**config.mk**
```make
export PLATFORM = sky130hd
export DESIGN_NAME = apb_initiator
export DESIGN_NICKNAME = d
export VERILOG_FILES = /design/src/rtl/apb_initiator.sv
export SDC_FILE = /design/constraint.sdc
export NUM_CORES = 1
export LEC_CHECK = 0
export ABC_CLOCK_PERIOD_IN_PS = 1900
export CAP_MARGIN = 20
export CORE_UTILIZATION = 44
export CTS_CLUSTER_SIZE = 14
export DETAILED_ROUTE_END_ITERATION = 10
export HOLD_SLACK_MARGIN = 0.06
export PLACE_DENSITY = 0.78
export SLEW_MARGIN = 20
export SYNTH_ARGS = -nofsm -noshare
export SYNTH_HDL_FRONTEND = slang
export SYNTH_SLANG_ARGS = --single-unit
```
**constraint.sdc**
```tcl
create_clock -name i_PCLK -period 1.9 [get_ports i_PCLK]
set_input_delay 0.19 -clock i_PCLK [delete_from_list [all_inputs] [get_ports i_PCLK]]
set_output_delay 0.19 -clock i_PCLK [all_outputs]
set_load 0.05 [all_outputs]
```
**src/rtl/apb_initiator.sv**
```systemverilog
// APB initiator: turns a valid/ready command into one APB transfer
// (SETUP then ACCESS) with a bounded wait-state timeout and a one-cycle
// completion pulse. All outputs come straight from flops.
module apb_initiator #(
    parameter int unsigned TIMEOUT_CYCLES = 16
) (
    input  logic        i_PCLK,
    input  logic        i_PRESET,
    input  logic        i_CMD_VALID,
    output logic        o_CMD_READY,
    input  logic        i_CMD_WRITE,
    input  logic [15:0] i_CMD_ADDR,
    input  logic [7:0]  i_CMD_WDATA,
    output logic        o_PSEL0,
    output logic        o_PENABLE,
    output logic        o_PWRITE,
    output logic [15:0] o_PADDR,
    output logic [7:0]  o_PWDATA,
    input  logic [7:0]  i_PRDATA,
    input  logic        i_PREADY,
    output logic        o_RSP_VALID,
    output logic [7:0]  o_RSP_RDATA,
    output logic        o_RSP_TIMEOUT
);

    typedef enum logic [1:0] {
        ST_IDLE   = 2'd0,
        ST_SETUP  = 2'd1,
        ST_ACCESS = 2'd2
    } state_t;

    // Counter value seen on the last ACCESS cycle that may still wait.
    localparam logic [7:0] WAIT_LAST = 8'(TIMEOUT_CYCLES - 1);

    state_t      state_q;
    logic [7:0]  wait_cnt_q;
    logic [7:0]  wait_cnt_d;
    logic        cmd_ready_q;
    logic        psel_q;
    logic        penable_q;
    logic        pwrite_q;
    logic [15:0] paddr_q;
    logic [7:0]  pwdata_q;
    logic        rsp_valid_q;
    logic [7:0]  rsp_rdata_q;
    logic        rsp_timeout_q;

    // Incremented wait count, used when ACCESS keeps waiting.
    always_comb begin
        wait_cnt_d = wait_cnt_q + 8'd1;
    end

    // Transfer sequencer with all outputs registered alongside the state.
    always_ff @(posedge i_PCLK or posedge i_PRESET) begin
        if (i_PRESET) begin
            state_q       <= ST_IDLE;
            wait_cnt_q    <= 8'd0;
            cmd_ready_q   <= 1'b0;
            psel_q        <= 1'b0;
            penable_q     <= 1'b0;
            pwrite_q      <= 1'b0;
            paddr_q       <= 16'h0000;
            pwdata_q      <= 8'h00;
            rsp_valid_q   <= 1'b0;
            rsp_rdata_q   <= 8'h00;
            rsp_timeout_q <= 1'b0;
        end else begin
            rsp_valid_q <= 1'b0;
            case (state_q)
                ST_IDLE: begin
                    // cmd_ready_q is low only on the first edge after reset.
                    if (cmd_ready_q && i_CMD_VALID) begin
                        state_q     <= ST_SETUP;
                        cmd_ready_q <= 1'b0;
                        wait_cnt_q  <= 8'd0;
                        psel_q      <= 1'b1;
                        penable_q   <= 1'b0;
                        pwrite_q    <= i_CMD_WRITE;
                        paddr_q     <= i_CMD_ADDR;
                        pwdata_q    <= i_CMD_WRITE ? i_CMD_WDATA : 8'h00;
                    end else begin
                        cmd_ready_q <= 1'b1;
                    end
                end
                ST_SETUP: begin
                    state_q   <= ST_ACCESS;
                    penable_q <= 1'b1;
                end
                ST_ACCESS: begin
                    // Ready wins over timeout on the same edge.
                    if (i_PREADY) begin
                        state_q       <= ST_IDLE;
                        cmd_ready_q   <= 1'b1;
                        psel_q        <= 1'b0;
                        penable_q     <= 1'b0;
                        rsp_valid_q   <= 1'b1;
                        rsp_timeout_q <= 1'b0;
                        rsp_rdata_q   <= pwrite_q ? 8'h00 : i_PRDATA;
                    end else if (wait_cnt_q == WAIT_LAST) begin
                        state_q       <= ST_IDLE;
                        cmd_ready_q   <= 1'b1;
                        psel_q        <= 1'b0;
                        penable_q     <= 1'b0;
                        rsp_valid_q   <= 1'b1;
                        rsp_timeout_q <= 1'b1;
                        rsp_rdata_q   <= 8'h00;
                    end else begin
                        wait_cnt_q <= wait_cnt_d;
                    end
                end
                default: begin
                    state_q     <= ST_IDLE;
                    cmd_ready_q <= 1'b0;
                    psel_q      <= 1'b0;
                    penable_q   <= 1'b0;
                    wait_cnt_q  <= 8'd0;
                end
            endcase
        end
    end

    assign o_CMD_READY   = cmd_ready_q;
    assign o_PSEL0       = psel_q;
    assign o_PENABLE     = penable_q;
    assign o_PWRITE      = pwrite_q;
    assign o_PADDR       = paddr_q;
    assign o_PWDATA      = pwdata_q;
    assign o_RSP_VALID   = rsp_valid_q;
    assign o_RSP_RDATA   = rsp_rdata_q;
    assign o_RSP_TIMEOUT = rsp_timeout_q;

endmodule

```
### After elaboration in Yosys (flattened, before gate mapping)

Cells that the tools add are included.

| word-level totals | value |
|---|---|
| register bits | 48 |
| input bits | 37 |
| output and inout port bits | 38 |
| word-level logic and storage cells | 55 |

| operators by class | value |
|---|---|
| $add $sub $neg | 1 |
| equal/unequal tests | 7 |
| muxes and demuxes | 26 |
| bitwise gates (word level) | 1 |
| reduce and logical (&&, ||, !) cells | 9 |

Operators with widths:

| kind | number |
|---|---|
| $mux 8 | 7 |
| $pmux 8 s3 | 1 |
| $mux 1 | 11 |
| $pmux 1 s3 | 3 |
| $add 8x1->8 const B | 1 |
| $eq 8x4->1 const B | 1 |
| $reduce_and 2->1 | 4 |
| $mux 2 | 3 |
| $ne 2x2->1 const B | 3 |
| $pmux 2 s3 | 1 |
| $reduce_and 4->1 | 1 |
| $ne 3x3->1 const B | 1 |
| $reduce_and 3->1 | 1 |
| $eq 2x1->1 const B | 1 |
| $eq 2x2->1 const B | 1 |
| $logic_not 2->1 | 1 |
| $reduce_bool 2->1 | 1 |
| $logic_and 1x1->1 | 1 |
| $not 1->1 | 1 |

### Longest topological paths before layout

| depth | value |
|---|---|
| depth in word-level cells | 4 |
| depth in mapped cells | 7 |

### Worst setup path after synthesis

OpenSTA, ideal clock, no wires.

| path | value |
|---|---|
| path type | register to register |
| start point | reg state_q[1] |
| end point | reg wait_cnt_q[6] |
| setup time | 82 ps |
| arrival | 1638 ps |
| data required time | 1818 ps |
| setup slack | 180 ps |
| cell stages (with the launch flop) | 6 |
| period minus slack after synthesis | 1720 ps |
| path through | dfrtp_1 -> buf_2 -> or3b_4 -> a21oi_4 -> a41oi_1 -> a31oi_1 |

| on the way | value |
|---|---|
| longest elaborated chain between the ends | 3 |

RTL lines:

| what | RTL line | text |
|---|---|---|
| start: declaration | 35 | `state_t state_q;` |
| start signal: assignment | 56 | `state_q <= ST_IDLE;` |
| start signal: assignment | 73 | `state_q <= ST_SETUP;` |
| start signal: assignment | 86 | `state_q <= ST_ACCESS;` |
| $eq 2x2->1 (tied with other cells) | 69 | `case (state_q)` |
| $ne 2x2->1 (no line) or $not 1->1 (tied branches) | n/a |  |
| $reduce_and 4->1 (no line) | n/a |  |
| end signal: assignment | 108 | `wait_cnt_q <= wait_cnt_d;` |
| end: declaration | 36 | `logic [7:0] wait_cnt_q;` |

Several ways; a longest one is shown, not always the timed one.
A chain may end at the register's enable or synchronous reset.

### Worst setup path in the final report

| path | value |
|---|---|
| start point | reg pwrite_q, in the netlist o_PWRITE |
| end point | out o_PWRITE |

RTL lines:

| what | RTL line | text |
|---|---|---|
| start: declaration | 41 | `logic pwrite_q;` |
| start signal: assignment | 78 | `pwrite_q <= i_CMD_WRITE;` |
| end: declaration | 16 | `output logic o_PWRITE,` |

No word-level cell between the ends.

==> results by group <==
Critical path
  – Critical Path, Cell by Cell: clkdlybuf4s50_1
  – CP required: 1.71 ns
  – CP Max Fanout: 3
  – Cell family with the largest share of critical-path delay: buffers and inverters
  – CP startpoint kind: register
  – Critical path's slowest cell: clkdlybuf4s50_1
  – Setup CP Type: register to output pin
  – Worst Path Buf+Inv: 1
  – Worst setup EP type: output pin
  – Crit path DAT: 1.50 ns
  – CP max stage delay: 0.82 ns

Clocking
  – Root buffer cell: clkbuf_8
  – TritonCTS clock tree: yes
  – H-tree Lvls: 2
  – Hold bufs inserted after CTS: 0
  – CTS Buffer Depth: 2
  – Clock transition at the registers of the reported paths: 0.08 ns
  – Cts bufs inserted: 5
  – CTS sink count: 47
  – Clock Latency Late Sink: 0.30 ns

Logic synthesis
  – Area contributors post-synth: dfrtp_1 58%, nand2_1 14%, a22o_1 3.4%
  – FFs w/ async S/R, synth: 100%
  – Post-synth top area share: 57.9%
  – Cell count after synthesis: 204
  – Syn Nets: 242
  – Netlist cell types: 38
  – Yosys Warn Count: 0
  – Register area share after synthesis: 57.9%
  – Primary FF master, synth: dfrtp_1
  – EDFF count, synth: 0
  – Post-synthesis instance area: 2030 sq um
  – Seq cells post-synth: 47
  – Avg Inst Size Synth: 9.96 sq um
  – Largest area contributor in the netlist: dfrtp_1

Placement
  – Placement Cell Area: 2830 sq um
  – Placement Setup Slack: 0.235 ns
  – Port Buf Inserts: 74
  – DP HPWL: 3160 um
  – Final Wtd Congestion: 0.857
  – Placed insts: 325

Timing
  – Period minus WS final: 1.69 ns
  – # setup viols final: 0
  – Final hold vios: 0
  – Setup WS post-layout: 0.212 ns
  – Slew HR: 65.1%
  – RSZ-0062 raised after global routing: no
  – Slew @ Worst Pin: 0.522 ns
  – F_max: 0.592 GHz
  – Tcrit/Tclk final: 88.9%
  – WHS: 0.224 ns
  – Clk_skew: 0.00528 ns
  – Final TNS setup: 0 ns
  – Max Slew Vio Count: 0

Floorplan
  – Die width: 70.0 um
  – Num ports: 75
  – Die span in y: 70.0 um
  – Initial Util: 46.3%
  – Rows: 24
  – Core footprint: 4380 sq um
  – Die area: 4890 sq um

Detailed routing
  – Iteration count of the initial detailed-routing pass: 4
  – Final wirelength: 4520 um
  – Via density: 5.22
  – DRC: 0
  – Vias post-DR: 1739
  – Avg WL per Cell: 13.6 um
  – 1st-iter DRT viols: 124
  – Antenna viol nets, final: 0

Layout
  – # diodes: 0
  – Non-Filler Instances: 333
  – P&R area growth vs syn: 44.0%
  – Commonest non-fill, non-tap cell in the layout: nand2_1
  – Final instance area: 2930 sq um
  – Share of layout cells above drive strength 1: 7.47%
  – Fillers: 344
  – NumNets Final: 318
  – Most frequent cells in the layout: 76 x nand2_1, 73 x clkdlybuf4s50_1, 47 x dfrtp_1

Power and ir drop
  – Pwr/cell area: 1780 nW/um^2
  – Leakage: 1.38 nW
  – VDD IR max: 1.04 mV

Min path
  – HP Class: primary input to async pin

Flow run
  – Max_cap viols: 0

Outcome
  – Status: completed

Global routing
  – Vias in the first global route: 1847
  – Total global-route track usage: 20.8%
  – Pin count of the biggest net entering global routing: 48
  – First-pass GRT wire length: 8090 um
  – Global route total overflow: 0
  – Initial antenna violation count: 0
## registers in the layout (all words and copies together), names as in the netlist
register and count:
o_CMD_READY 1, o_PADDR 16, o_PSEL0 1, o_PWDATA 8
o_PWRITE 1, o_RSP_RDATA 8, o_RSP_TIMEOUT 1, o_RSP_VALID 1
state_q 2, wait_cnt_q 8
## cells in the mapped netlist (all sizes together) (2+ instances only)
cell	number
a21o	2
a21oi	4
a22o	8
a31oi	5
a41oi	3
buf	9
dfrtp	47
inv	4
nand2	77
nand2b	2
nand3	11
nand4b	2
nor2	4
nor2b	2
o211ai	2
o21ai	5
## timing repair
action                                  CTS  global route
hold endpoints to repair                  0             0
endpoints found under the setup margin    0             1
gates resized for setup                   0             1
setup buffers                             0             0
## kinds of logic after synthesis
family	synth area share [%]
buf+inv	3.69
fa+ha+maj	1.11
flops	57.9
compound gates	12.6
simple gates	24.3
mux	0.493
## worst register-to-register path: cells and delay by family, from the launching register on
family          cells  cell delay [ns]
simple gates        2             0.43
fa+ha+maj           1             0.24
compound gates      2             0.44
flops               1             0.42
## layer usage
metal  wire [um]  track usage, %  vias to the layer above  part of all wire, %
met2        2090            33.8                       68                   46
met4          67            7.56                        0                  1.5
met1        2010            26.0                      815                   44
met5           0               0                        -                    0
met3         351            7.07                        9                  7.8
li1            -               -                      847                    -
## area by class of cell
class	count	area, sq um	share of cell area (%)
repair buffers	79	793	27.1
flip-flops and latches	47	1180	40.2
well taps	52	65.1	2.22
clock inverters	1	8.76	0.299
inverters	4	15.0	0.513
clock buffers	7	86.3	2.95
multi-input cells	143	781	26.7
## per-stage QoR
stage	utilization (%)	total power, mW
floorplan	-	3.63
global placement	64.5	4.55
detailed placement	64.5	4.60
CTS	66.7	5.25
global route	66.7	5.52
finish	66.7	5.20
## path summary, 6_finish.rpt
kind | start | to | slack, ns | cells past startpoint
worst min register to register | o_PWDATA[7] | o_PWDATA[7] | 0.47 | 2
worst min-delay path | i_PRESET | o_PADDR[14] | 0.22 | 3
min in group i_PCLK | i_CMD_ADDR[11] | o_PADDR[11] | 0.41 | 3
max in group asynchronous | i_PRESET | wait_cnt_q[4] | 1.45 | 3
worst max register to register | wait_cnt_q[1] | o_RSP_RDATA[0] | 0.26 | 5
worst max-delay path | o_PWRITE | o_PWRITE | 0.21 | 1
## power by group
group,switching (mW),internal [mW]
Clock,0.325,0.298
Combinational,1.91,1.00
Sequential,0.272,1.39
Power figures use the tool's default switching activity.
